$ cat src/rtl/mem_port_arbiter_pkg.sv
// Shared definitions for the unified I/D memory port arbiter.
// State and owner encodings plus default bus widths.
package mem_port_arbiter_pkg;

  typedef enum logic [1:0] {
    ARB_IDLE  = 2'd0,
    ARB_ISSUE = 2'd1,
    ARB_WAIT  = 2'd2,
    ARB_DONE  = 2'd3
  } arb_state_e;

  typedef enum logic {
    OWN_I = 1'b0,
    OWN_D = 1'b1
  } arb_owner_e;

  localparam int DEF_AW = 16;
  localparam int DEF_DW = 16;

  // Counter preload so that it reaches zero in the m_rdata-valid cycle.
  function automatic logic [2:0] lat_load(input int lat);
    return 3'(lat - 1);
  endfunction

endpackage

$ cat src/rtl/mem_port_arbiter.sv
// Arbitrates one single-port fixed-latency memory between fetch (I) and memory (D) stages.
// Each access runs IDLE -> ISSUE -> WAIT -> DONE; D-side wins simultaneous requests.
module mem_port_arbiter
  import mem_port_arbiter_pkg::*;
#(
  parameter int AW  = DEF_AW,
  parameter int DW  = DEF_DW,
  parameter int LAT = 2
) (
  input  logic          clk,
  input  logic          rst_n,
  input  logic          hlt,
  input  logic          i_req,
  input  logic [AW-1:0] i_addr,
  output logic          i_rdy,
  output logic [DW-1:0] i_data,
  input  logic          d_re,
  input  logic          d_we,
  input  logic [AW-1:0] d_addr,
  input  logic [DW-1:0] d_wdata,
  output logic          d_rdy,
  output logic [DW-1:0] d_rdata,
  output logic          stall_if,
  output logic          stall_mem,
  output logic          busy,
  output logic          m_en,
  output logic          m_we,
  output logic [AW-1:0] m_addr,
  output logic [DW-1:0] m_wdata,
  input  logic [DW-1:0] m_rdata
);

  arb_state_e    state_q, state_d;
  arb_owner_e    own_q, own_d;
  logic          is_wr_q, is_wr_d;
  logic [2:0]    cnt_q, cnt_d;
  logic          m_en_q, m_en_d;
  logic          m_we_q, m_we_d;
  logic [AW-1:0] m_addr_q, m_addr_d;
  logic [DW-1:0] m_wdata_q, m_wdata_d;
  logic [DW-1:0] i_data_q, i_data_d;
  logic [DW-1:0] d_rdata_q, d_rdata_d;
  logic          i_rdy_q, i_rdy_d;
  logic          d_rdy_q, d_rdy_d;
  logic          busy_q, busy_d;

  // Next-state and registered-output computation for the access sequencer.
  always_comb begin
    state_d   = state_q;
    own_d     = own_q;
    is_wr_d   = is_wr_q;
    cnt_d     = cnt_q;
    m_en_d    = 1'b0;
    m_we_d    = 1'b0;
    m_addr_d  = m_addr_q;
    m_wdata_d = m_wdata_q;
    i_data_d  = i_data_q;
    d_rdata_d = d_rdata_q;
    i_rdy_d   = 1'b0;
    d_rdy_d   = 1'b0;
    case (state_q)
      ARB_IDLE: begin
        // D-side holds the older instruction, so it is granted first.
        if (d_re || d_we) begin
          state_d   = ARB_ISSUE;
          own_d     = OWN_D;
          is_wr_d   = d_we;
          m_en_d    = 1'b1;
          m_we_d    = d_we;
          m_addr_d  = d_addr;
          m_wdata_d = d_wdata;
        end else if (i_req && !hlt) begin
          state_d   = ARB_ISSUE;
          own_d     = OWN_I;
          is_wr_d   = 1'b0;
          m_en_d    = 1'b1;
          m_we_d    = 1'b0;
          m_addr_d  = i_addr;
          m_wdata_d = {DW{1'b0}};
        end else begin
          state_d = ARB_IDLE;
        end
      end
      ARB_ISSUE: begin
        state_d = ARB_WAIT;
        cnt_d   = lat_load(LAT);
      end
      ARB_WAIT: begin
        if (cnt_q == 3'd0) begin
          state_d = ARB_DONE;
          if (own_q == OWN_I) begin
            i_data_d = m_rdata;
            i_rdy_d  = 1'b1;
          end else begin
            d_rdy_d = 1'b1;
            if (!is_wr_q) begin
              d_rdata_d = m_rdata;
            end else begin
              d_rdata_d = d_rdata_q;
            end
          end
        end else begin
          cnt_d = cnt_q - 3'd1;
        end
      end
      ARB_DONE: begin
        state_d = ARB_IDLE;
      end
      default: begin
        state_d = ARB_IDLE;
      end
    endcase
    busy_d = (state_d != ARB_IDLE);
  end

  // State and output registers with synchronous active-low reset.
  always_ff @(posedge clk) begin
    if (!rst_n) begin
      state_q   <= ARB_IDLE;
      own_q     <= OWN_I;
      is_wr_q   <= 1'b0;
      cnt_q     <= 3'd0;
      m_en_q    <= 1'b0;
      m_we_q    <= 1'b0;
      m_addr_q  <= {AW{1'b0}};
      m_wdata_q <= {DW{1'b0}};
      i_data_q  <= {DW{1'b0}};
      d_rdata_q <= {DW{1'b0}};
      i_rdy_q   <= 1'b0;
      d_rdy_q   <= 1'b0;
      busy_q    <= 1'b0;
    end else begin
      state_q   <= state_d;
      own_q     <= own_d;
      is_wr_q   <= is_wr_d;
      cnt_q     <= cnt_d;
      m_en_q    <= m_en_d;
      m_we_q    <= m_we_d;
      m_addr_q  <= m_addr_d;
      m_wdata_q <= m_wdata_d;
      i_data_q  <= i_data_d;
      d_rdata_q <= d_rdata_d;
      i_rdy_q   <= i_rdy_d;
      d_rdy_q   <= d_rdy_d;
      busy_q    <= busy_d;
    end
  end

  assign m_en      = m_en_q;
  assign m_we      = m_we_q;
  assign m_addr    = m_addr_q;
  assign m_wdata   = m_wdata_q;
  assign i_data    = i_data_q;
  assign d_rdata   = d_rdata_q;
  assign i_rdy     = i_rdy_q;
  assign d_rdy     = d_rdy_q;
  assign busy      = busy_q;
  assign stall_if  = i_req & ~i_rdy_q;
  assign stall_mem = (d_re | d_we) & ~d_rdy_q;

endmodule
$ cat config.mk
export PLATFORM = sky130hd
export DESIGN_NAME = mem_port_arbiter
export DESIGN_NICKNAME = d
export VERILOG_FILES = /design/src/rtl/mem_port_arbiter_pkg.sv /design/src/rtl/mem_port_arbiter.sv
export SDC_FILE = /design/constraint.sdc
export NUM_CORES = 1
export LEC_CHECK = 0
export CELL_PAD_IN_SITES_DETAIL_PLACEMENT = 0
export CELL_PAD_IN_SITES_GLOBAL_PLACEMENT = 1
export CORE_UTILIZATION = 31
export DETAILED_ROUTE_END_ITERATION = 10
export GPL_ROUTABILITY_DRIVEN = 0
export HOLD_SLACK_MARGIN = 0.1
export PLACE_DENSITY_LB_ADDON = 0.1
export SLEW_MARGIN = 25
export SYNTH_ARGS = -nofsm -noshare
export SYNTH_HDL_FRONTEND = slang
export SYNTH_SLANG_ARGS = --single-unit
$ cat constraint.sdc
create_clock -name clk -period 4.2 [get_ports clk]
set_input_delay 0.42 -clock clk [delete_from_list [all_inputs] [get_ports clk]]
set_output_delay 0.42 -clock clk [all_outputs]
set_load 0.1 [all_outputs]
# After elaboration in Yosys (flattened, before gate mapping)
# Index checks and enable logic that the tools add are counted.
# Widths: inputs -> output; s select.
totals:
  regBits: 76
  latch_bits: 0
  ramBits: 0
  mem_bits_ro: 0
  inputBits: 70
  out_inout_bits: 71
  wordCells: 57
  n_memories: 0
classes:
  addsub: 1
  n_mul: 0
  n_div: 0
  order_cmp: 0
  n_eq_ne: 4
  shifts: 0
  n_mux: 17
  bitwise: 7
  reduce_logical: 15
op_table:
  columns: ["op", "count"]
  rows:
  - ["$mux 16", 4]
  - ["$mux 1", 9]
  - ["$reduce_and 3->1", 3]
  - ["$pmux 2 s4", 1]
  - ["$pmux 3 s2", 1]
  - ["$reduce_and 2->1", 3]
  - ["$reduce_bool 2->1", 3]
  - ["$eq 2x2->1 const B", 2]
  - ["$not 1->1", 4]
  - ["$reduce_and 4->1", 1]
  - ["$logic_not 3->1", 1]
  - ["$mux 3", 1]
  - ["$sub 3x1->3 const B", 1]
  - ["$and 1x1->1", 2]
  - ["$eq 2x1->1 const B", 1]
  - ["$logic_not 2->1", 1]
  - ["$mux 2", 1]
  - ["$ne 2x2->1 const B", 1]
  - ["$logic_and 1x1->1", 1]
  - ["$logic_not 1->1", 1]
  - ["$logic_or 1x1->1", 1]
  - ["$or 1x1->1", 1]

# Logic depth before layout (Yosys ltp)
# Gate-level depths: netlist (run 1).
logic_depth:
  depth_word: 6
  depth_mapped: 8
  depth_no_buf: 6

# Worst setup path after synthesis (run 1)
# Ideal clock, no wire load.
synth_timing:
  path_kind: "input-to-output"
  start: "input port d_we"
  end: "output port stall_mem"
  t_arrival_ps: 2319
  required_ps: 3780
  path_slack_ps: 1461
  path_stages: 5
  path_buffers: 3
  path_cell_list: "or2_1 > buf_6 > buf_12 > buf_4 > nor2b_1"
synth_between:
  elab_chain_cells: 2
synth_lines:
  columns: ["element", "line", "text"]
  rows:
  - ["from (decl)", "mem_port_arbiter.sv:18", "input logic d_we,"]
  - ["$or 1x1->1", "mem_port_arbiter.sv:159", "assign stall_mem = (d_re | d_we) & ~d_rdy_q;"]
  - ["$and 1x1->1", "mem_port_arbiter.sv:159", null]
  - ["to (decl)", "mem_port_arbiter.sv:24", "output logic stall_mem,"]
# No other way between the ends.

# Final worst setup path (run 1)
layout_timing:
  start: "input port i_req"
  end: "output port stall_if"
layout_between:
  elab_chain_cells: 1
layout_lines:
  columns: ["element", "line", "text"]
  rows:
  - ["from (decl)", "mem_port_arbiter.sv:13", "input logic i_req,"]
  - ["$and 1x1->1", "mem_port_arbiter.sv:158", "assign stall_if = i_req & ~i_rdy_q;"]
  - ["to (decl)", "mem_port_arbiter.sv:23", "output logic stall_if,"]
# No other way between the ends.

==> results of run 1 <==
[critical path, stage by stage]
cell and delay (ps):
clkdlybuf4s50_1 460, nor2b_1 140, clkdlybuf4s50_1 1140
[per-layer routing]
layer | share of wire (%) | wire [um] | GRT usage, % | vias to the layer above
met3 | 7.4 | 571 | 4.82 | 8
met5 | 0 | 0 | 0 | -
met1 | 47 | 3640 | 20.6 | 1198
met2 | 44 | 3440 | 26.5 | 96
li1 | - | - | - | 1334
met4 | 0.98 | 76 | 6.89 | 0
[cells in the mapped netlist]
master     n
dfxtp_1   76
nand2_1   65
o21ai_0   21
a21oi_1   19
a32o_1    16
mux2i_1   16
nand3_1   16
o22ai_1   16
clkbuf_1  12
inv_1      8
ha_1       6
buf_6      4
and3_1     3
buf_2      3
buf_4      3
nor2_1     3
nor2b_1    3
a31o_2     2
nand2b_1   2
a31oi_1    1
and2_1     1
and2b_1    1
and3_4     1
and3b_1    1
buf_1      1
buf_12     1
nand3b_1   1
nand4b_1   1
o211ai_2   1
o21a_4     1
o21ai_4    1
or2_1      1
or2_2      1
[cell families after synthesis]
kind of cell	count (synthesis)
flops	76
buf+inv	32
compound gates	78
simple gates	100
mux	16
fa+ha+maj	6
[layout by cell type, fill, tap and decap left out, types with 2 or more instances in the layout]
| master | n |
|---|---|
| ha_1 | 6 |
| bufinv_16 | 3 |
| nand3_1 | 16 |
| nand2b_1 | 2 |
| nand2_1 | 65 |
| nor2_1 | 3 |
| dfxtp_1 | 76 |
| a21oi_1 | 19 |
| clkdlybuf4s50_1 | 138 |
| buf_4 | 4 |
| o22ai_1 | 16 |
| clkbuf_8 | 9 |
| and3_1 | 3 |
| clkinv_4 | 2 |
| o21ai_0 | 21 |
| a32o_1 | 16 |
| mux2i_1 | 16 |
| nor2b_1 | 3 |
| a31o_2 | 2 |
| inv_1 | 8 |
[state kept, by name, summed over array words and instances (netlist names)]
signal	flops
m_en	1
d_rdata	16
own_q	1
d_rdy	1
m_wdata	16
state_q	2
busy	1
cnt_q	3
i_data	16
m_addr	16
is_wr_q	1
m_we	1
i_rdy	1
[area by class of cell]
| type | count | area (um2) |
|---|---|---|
| Sequential cell | 76 | 1520 |
| Clock buffer | 10 | 128 |
| Fill cell | 891 | 4590 |
| Multi-Input combinational cell | 200 | 1210 |
| Tap cell | 111 | 139 |
| Clock inverter | 6 | 113 |
| Timing Repair Buffer | 143 | 1420 |
| Inverter | 8 | 30.0 |
[how the worst max path moves through the flow]
stage	cells past startpoint	slack, ps	endpoint	from
5_1_grt	3	1560	stall_if	i_req
2_1_floorplan	5	1460	stall_mem	d_we
3_3_place_gp	3	1620	stall_if	i_req
3_5_place_dp	3	1620	stall_if	i_req
4_1_cts	3	1600	stall_if	i_req
6_report	3	1610	stall_if	i_req
[metrics by stage]
stage | power (mW) | instances | instance area [um2] | setup WS, ps | utilization, %
6_report | 2.56 | 554 | 4560 | 1610 | 49.8
4_1_cts | 2.58 | 554 | 4560 | 1600 | 49.8
5_1_grt | 2.67 | 554 | 4560 | 1560 | 49.8
3_5_place_dp | 1.91 | 538 | 4320 | 1620 | 47.2
2_1_floorplan | 1.66 | 308 | 2910 | 1460 | -
3_3_place_gp | 1.91 | 538 | 4320 | 1620 | 47.2
[power by group]
part | switching (mW) | internal, mW
registers | 0.0433 | 0.809
clock network | 0.273 | 0.396
logic | 0.761 | 0.274
total | 1.08 | 1.48
==> impl_metrics.yaml, run 1 <==
floorplan:
  die_x_um: 99.0
  ios: 141
  coreArea_um2: 9150
  fp.dieH_um: 99.0
  rows: 35
  initial_utilization_pct: 31.8
  dieArea_um2: 9790
placed_design:
  post-dp-hpwl_um: 5190
  portBuffers: 140
timing:
  setup_viol: 0
  slew_violations: 0
  fin_crit_sh_pct: 61.6
  fmax_mhz: 386
  rsz0062_at_grt: "no"
  min_period_ps: 2590
  skew_ps: 15.9
  hold_viol_final: 0
  tns_ps: 0
  max_slew_margin_pct: 32.7
  hold_ws_ps: 456
  worst_pin_slew_ps: 1010
route:
  avgViaCountPerCell: 4.76
  drtPass1Iterations: 6
  dr_total_vias: 2636
  drc: 0
  drtIter0Drc: 60
  wire_per_inst_um: 13.9
  postRouteAntennaNets: 0
  routed_wirelength_um: 7730
critical_path:
  cp-end-kind: "output port"
  arrival_ps: 2170
  worst-path-max-fanout: 2
  r2r_cells: 6
  cp.required_ps: 3780
  r2r-start: "cnt_q[0]"
  regToRegSetupSlack_ps: 2390
  cp-start-kind: "input port"
  worstSetupPathType: "in2out"
  reg2reg_to: "i_data[1]"
hold_path:
  holdPathStages: 2
  min-delay-path-class: "reg2reg"
  holdPathEnd: "i_data[4]"
  min-delay-start: "i_data[4]"
run:
  drv_cap: 0
global_route:
  groute.usage.overall_pct: 16.5
  grt_pass1_vias: 2573
  grt-ovfl-total: 0
  grt_pass1_wl_um: 12600
  grt_max_degree: 56
  antenna_found_initial: 0
cts:
  cts_sinks: 76
  hold_buffers: 0
  clk-insertion-delay-late_ps: 350
  cts_tree: "yes"
  cts_buffers: 9
  ctsResizeCount: 0
  cts-root-buf: "clkbuf_8"
  cts_buffer_depth: 2
  cts_setup_buffers: 0
  path_clk_slew_ps: 80
  htree_levels: 3
power:
  pwr_density_cell_nw_per_um2: 561
  peakVddDrop_v: 0.000323
  p_leak_nw: 1.73
yosys:
  synthCells: 308
  avgSynthCellArea_um2: 9.46
  synth_top_family_by_area: "compound AO/OA/AOI/OAI gates"
  syn-num-nets: 384
  synth_adder_area_share_pct: 2.58
  yosys_warnings: 0
  synth_xor_area_share_pct: 0
  synth_top_area_share_pct: 52.2
  yosys-top-cells-area: "dfxtp_1 52%, nand2_1 8.4%, a32o_1 5.5%, mux2i_1 5.5%, o21ai_0 3.6%"
  ys_seq_elements: 76
  synth-simple-area-share_pct: 15.4
  syn-cell-area_um2: 2910
  synth_seq_area_share_pct: 52.2
  yosys.area.top_type: "dfxtp_1"
  ys_types: 33
  synth_compound_area_share_pct: 18.1
  synth.area.mux_share_pct: 5.50
layout:
  drive_gt1_share_pct: 6.09
  n_antenna_cell: 0
  final_nets: 514
  syn2layout_area_growth_pct: 56.4
run_status:
  outcome: "complete, no violations"
(Power assumes the default switching activity.)
==> run 2, diff against run 1 <==
CORE_UTILIZATION = 29   (was 31)
clock period = 2.4 ns   (was 4.2 ns; I/O delays follow)
==> run 2 against run 1 <==
  * Hold slack worse by 0.96 ps
  * Flip-flop and latch count stayed put
  * Clock-buffer cell count is 1 lower
  * Die area is 6.7% higher
  * Via count is 0.53% higher
  * Sequential share of layout area is 0.76 points higher
  * Clock power is 75% higher
  * Cell count is 4.7% higher
  * Core utilization is 4.2 points lower
  * Clock skew is 6.9 ps lower
  * First-iteration DRC count is 48% higher
  * Largest power group unchanged
==> impl_metrics.yaml, run 2 (synthesis results as in run 1) <==
layout:
  drive_gt1_share_pct: 22.8
  final_cells: 580
  final_nets: 519
  fillers: 970
  syn2layout_area_growth_pct: 52.9
  n_antenna_cell: 0
  final_common_cell: "buf_4"
  mostFrequentLayoutCells: "78 x buf_4, 76 x dfxtp_1, 68 x clkdlybuf4s50_1"
global_route:
  groute.usage.overall_pct: 15.6
  grt-ovfl-total: 0
  grt_max_degree: 41
  grt_pass1_vias: 2476
  antenna_found_initial: 0
  grt_pass1_wl_um: 12400
cts:
  cts_tree: "yes"
  cts_setup_buffers: 0
  path_clk_slew_ps: 80
  ctsResizeCount: 0
  cts_sinks: 76
  hold_buffers: 0
  clk-insertion-delay-late_ps: 340
  cts-root-buf: "clkbuf_8"
  cts_buffer_depth: 2
  cts_buffers: 9
  htree_levels: 3
timing:
  tns_ps: 0
  fin_crit_sh_pct: 75.6
  hold_viol_final: 0
  fmax_mhz: 551
  rsz0062_at_grt: "no"
  skew_ps: 9.03
  worst_pin_slew_ps: 783
  slew_violations: 0
  min_period_ps: 1810
  hold_ws_ps: 455
  setup_viol: 0
  fin_ws_ps: 586
  max_slew_margin_pct: 47.7
floorplan:
  dieArea_um2: 10500
  fp.dieH_um: 102
  ios: 141
  die_x_um: 102
  rows: 36
  initial_utilization_pct: 29.8
  coreArea_um2: 9770
power:
  seqPwrFrac_pct: 33.6
  peakVddDrop_v: 0.000401
  sw_frac_of_total_pct: 42.6
  totalPowerFinal_mw: 4.45
  pwr-share-clk_pct: 26.2
  p_leak_nw: 1.89
  p_sw_mw: 1.89
  pwr_density_cell_nw_per_um2: 998
  pwr-share-comb_pct: 40.2
  internal-power_mw: 2.56
route:
  top_layer_used: "met4"
  dr_total_vias: 2650
  avgViaCountPerCell: 4.57
  drc: 0
  drtPass1Iterations: 4
  wl_met1_um: 3800
  wire_per_inst_um: 13.8
  wl_met3_um: 669
  wl_met2_um: 3450
  postRouteAntennaNets: 0
  routed_wirelength_um: 8010
  drtIter0Drc: 89
run_status:
  outcome: "complete, no violations"
critical_path:
  cp-start-kind: "input port"
  worstSetupPathType: "in2out"
  arrival_ps: 1570
  cp-end-kind: "output port"
  worst-path-max-fanout: 8
  cp.required_ps: 2160
run:
  drv_cap: 0
placed_design:
  dp.cells: 565
  portBuffers: 140
  post-dp-hpwl_um: 5480
  pre_cts_slack_ps: 537
hold_path:
  min-delay-path-class: "reg2reg"
[run 2: cell type report]
type                            instances  area (um2)  area share (%)
Clock buffer                            9         124            2.78
Clock inverter                          6         113            2.53
Inverter                                8        30.0           0.674
Multi-Input combinational cell        200        1210            27.2
Sequential cell                        76        1520            34.1
Tap cell                              133         166            3.73
Timing Repair Buffer                  148        1290            29.0
[run 2: path summary, 6_finish.rpt]
kind              startpoint         end  slack, ps  cells after the start
setup / recovery        d_we   stall_mem        590                      4
setup reg to reg    cnt_q[0]  d_rdata[0]        870                      6
hold reg to reg    i_data[5]   i_data[5]        450                      2
hold / removal     i_data[5]   i_data[5]        450                      2
[run 2: stage by stage]
stage / area, um2 / utilization [%]
2_1_floorplan: 2910 / -
3_3_place_gp: 4220 / 43.2
3_5_place_dp: 4220 / 43.2
4_1_cts: 4460 / 45.6
5_1_grt: 4460 / 45.6
6_report: 4460 / 45.6
[run 2: power groups by stage]
stage | registers, mW | logic, mW | clock network, mW
after CTS | 1.50 | 1.80 | 1.21
after global placement | 1.52 | 1.80 | 0
after detailed placement | 1.53 | 1.80 | 0
after global routing | 1.52 | 1.87 | 1.27
after floorplan | 2.46 | 0.434 | 0
final | 1.50 | 1.79 | 1.17
[run 2: worst max-delay path, stage by stage]
cell and delay [ps]:
clkdlybuf4s50_1 470, or2_1 370, nor2b_1 280, buf_12 210
[run 2: layer usage]
metal	vias to the layer above	global-route usage [%]
li1	1344	-
met1	1198	20.8
met2	101	24.1
met3	7	4.99
met4	0	4.62
met5	-	0
==> run 3, diff against run 2 <==
CORE_UTILIZATION = 26   (was 29)
clock period = 1.45 ns   (was 2.4 ns; I/O delays follow)
==> run 3 against run 2 <==
  * Flip-flop and latch count is the same
  * Global-route usage shrank 0.26 points
  * Critical endpoint unchanged
  * Die area grew 11%
  * Register-to-register slack lost 790 ps
  * Critical path type unchanged
  * Combinational power grew 110%
  * Cell count grew 4.7%
  * Largest power group unchanged
  * Largest cell class is now non-clock buffers
  * Non-clock buffer count grew 19
  * Critical path depth grew 1
  * Hold slack lost 200 ps
  * Sequential power grew 73%
  * Highest routed layer unchanged
==> impl_metrics.yaml, run 3 (synthesis results as in run 1) <==
floorplan:
  die_x_um: 108
  rows: 38
  fp.dieH_um: 108
  coreArea_um2: 10900
  ios: 141
  dieArea_um2: 11600
  initial_utilization_pct: 26.8
hold_path:
  min-delay-path-class: "in2reg"
layout:
  drive_gt1_share_pct: 27.8
  final_nets: 538
  syn2layout_area_growth_pct: 91.6
  n_antenna_cell: 0
  final_cells: 607
  mostFrequentLayoutCells: "76 x dfxtp_1, 76 x buf_12, 68 x clkdlybuf4s50_1"
cts:
  clk-insertion-delay-late_ps: 350
  path_clk_slew_ps: 80
  cts_buffer_depth: 2
  cts_sinks: 76
  cts_buffers: 9
  htree_levels: 3
  cts_tree: "yes"
  hold_buffers: 0
  cts-root-buf: "clkbuf_8"
route:
  postRouteAntennaNets: 0
  routed_wirelength_um: 8810
  wire_per_inst_um: 14.5
  drtPass1Iterations: 4
  drc: 0
  drtIter0Drc: 95
  avgViaCountPerCell: 4.57
  dr_total_vias: 2771
critical_path:
  crit_start: "d_re"
  regToRegSetupSlack_ps: 80
  worstSetupPathType: "in2out"
  reg2reg_to: "d_rdata[11]"
  cp.depth: 5
  arrival_ps: 1240
  worst_path_max_delay_cell: "clkdlybuf4s50_1"
  crit_buf_inv: 3
  cp_slowest_stage_delay_ps: 410
  r2r_cells: 8
  critPathCapture: "stall_mem"
  cp-end-kind: "output port"
  cp-start-kind: "input port"
  r2r-start: "cnt_q[1]"
  cp.required_ps: 1310
  path_cells: "clkdlybuf4s50_1 > or2_1 > buf_6 > nor2b_4 > buf_12"
  cp_top_family: "buffers and inverters"
  worst-path-max-fanout: 5
global_route:
  grt_pass1_vias: 2631
  groute.usage.overall_pct: 15.3
  grt_pass1_wl_um: 13600
  grt-ovfl-total: 0
  antenna_found_initial: 0
  grt_max_degree: 33
placed_design:
  dp.cells: 585
  post-dp-hpwl_um: 6210
  portBuffers: 140
timing:
  slew_violations: 0
  hold_viol_final: 0
  tns_ps: 0
  rsz0062_at_grt: "no"
  skew_ps: 8.72
  fin_crit_sh_pct: 95.4
  setup_viol: 0
  fmax_mhz: 723
  min_period_ps: 1380
  worst_pin_slew_ps: 215
  max_slew_margin_pct: 85.2
power:
  p_leak_nw: 2.22
  peakVddDrop_v: 0.000626
  pwr_density_cell_nw_per_um2: 1390
run_status:
  outcome: "complete, no violations"
run:
  drv_cap: 0
-- run 3: changes by cell type in the layout (fill, tap and decap cells not counted), moves of 3 or more --
cell,change
buf_12,+75
buf_4,-60
bufinv_16,-3
ha_1,-4
ha_4,+3
-- run 3: final cells by class --
class	instances	area, um2
inverter	8	30.0
tap	140	175
multi-input combinational	200	1270
sequential	76	1520
clock inverter	6	38.8
clock buffer	10	138
fill	999	5300
timing repair buffer	167	2410
-- run 3: through the flow --
stage / hold slack, ps / setup WS (ps) / utilization (%) / total power, mW / area [um2]
after floorplan: 271 / 7.41 / - / 4.81 / 2940
after global placement: 462 / -138 / 48.5 / 6.27 / 5280
after detailed placement: 470 / -166 / 48.5 / 6.30 / 5280
after CTS: 241 / 21.7 / 50.2 / 7.80 / 5460
after global routing: 274 / 1.63 / 51.3 / 8.13 / 5580
final: 253 / 66.3 / 51.3 / 7.77 / 5580
-- run 3: repair_timing --
action,in CTS,in global routing
buffers inserted,0,4
resized for setup,1,10
endpoints found under the setup margin,1,40
hold endpoints to repair,0,0
gates cloned,0,2
pin swaps,0,3
-- run 3: how the worst min path moves through the flow --
stage,from,end,cells past startpoint
6_report,rst_n,own_q,2
5_1_grt,rst_n,m_we,2
4_1_cts,rst_n,m_we,2
3_5_place_dp,cnt_q[1],cnt_q[1],2
3_3_place_gp,cnt_q[2],cnt_q[2],2
2_1_floorplan,d_wdata[0],m_wdata[0],1
-- run 3: metal layers --
layer / GRT usage, % / part of all wire [%]
met1: 19.9 / 46
met2: 24.1 / 46
met3: 3.57 / 6.0
met4: 6.75 / 1.7
met5: 0 / 0
-- run 3: power by group --
group | switching (mW) | internal [mW]
Combinational | 2.27 | 1.44
Clock | 0.804 | 0.665
Sequential | 0.251 | 2.35
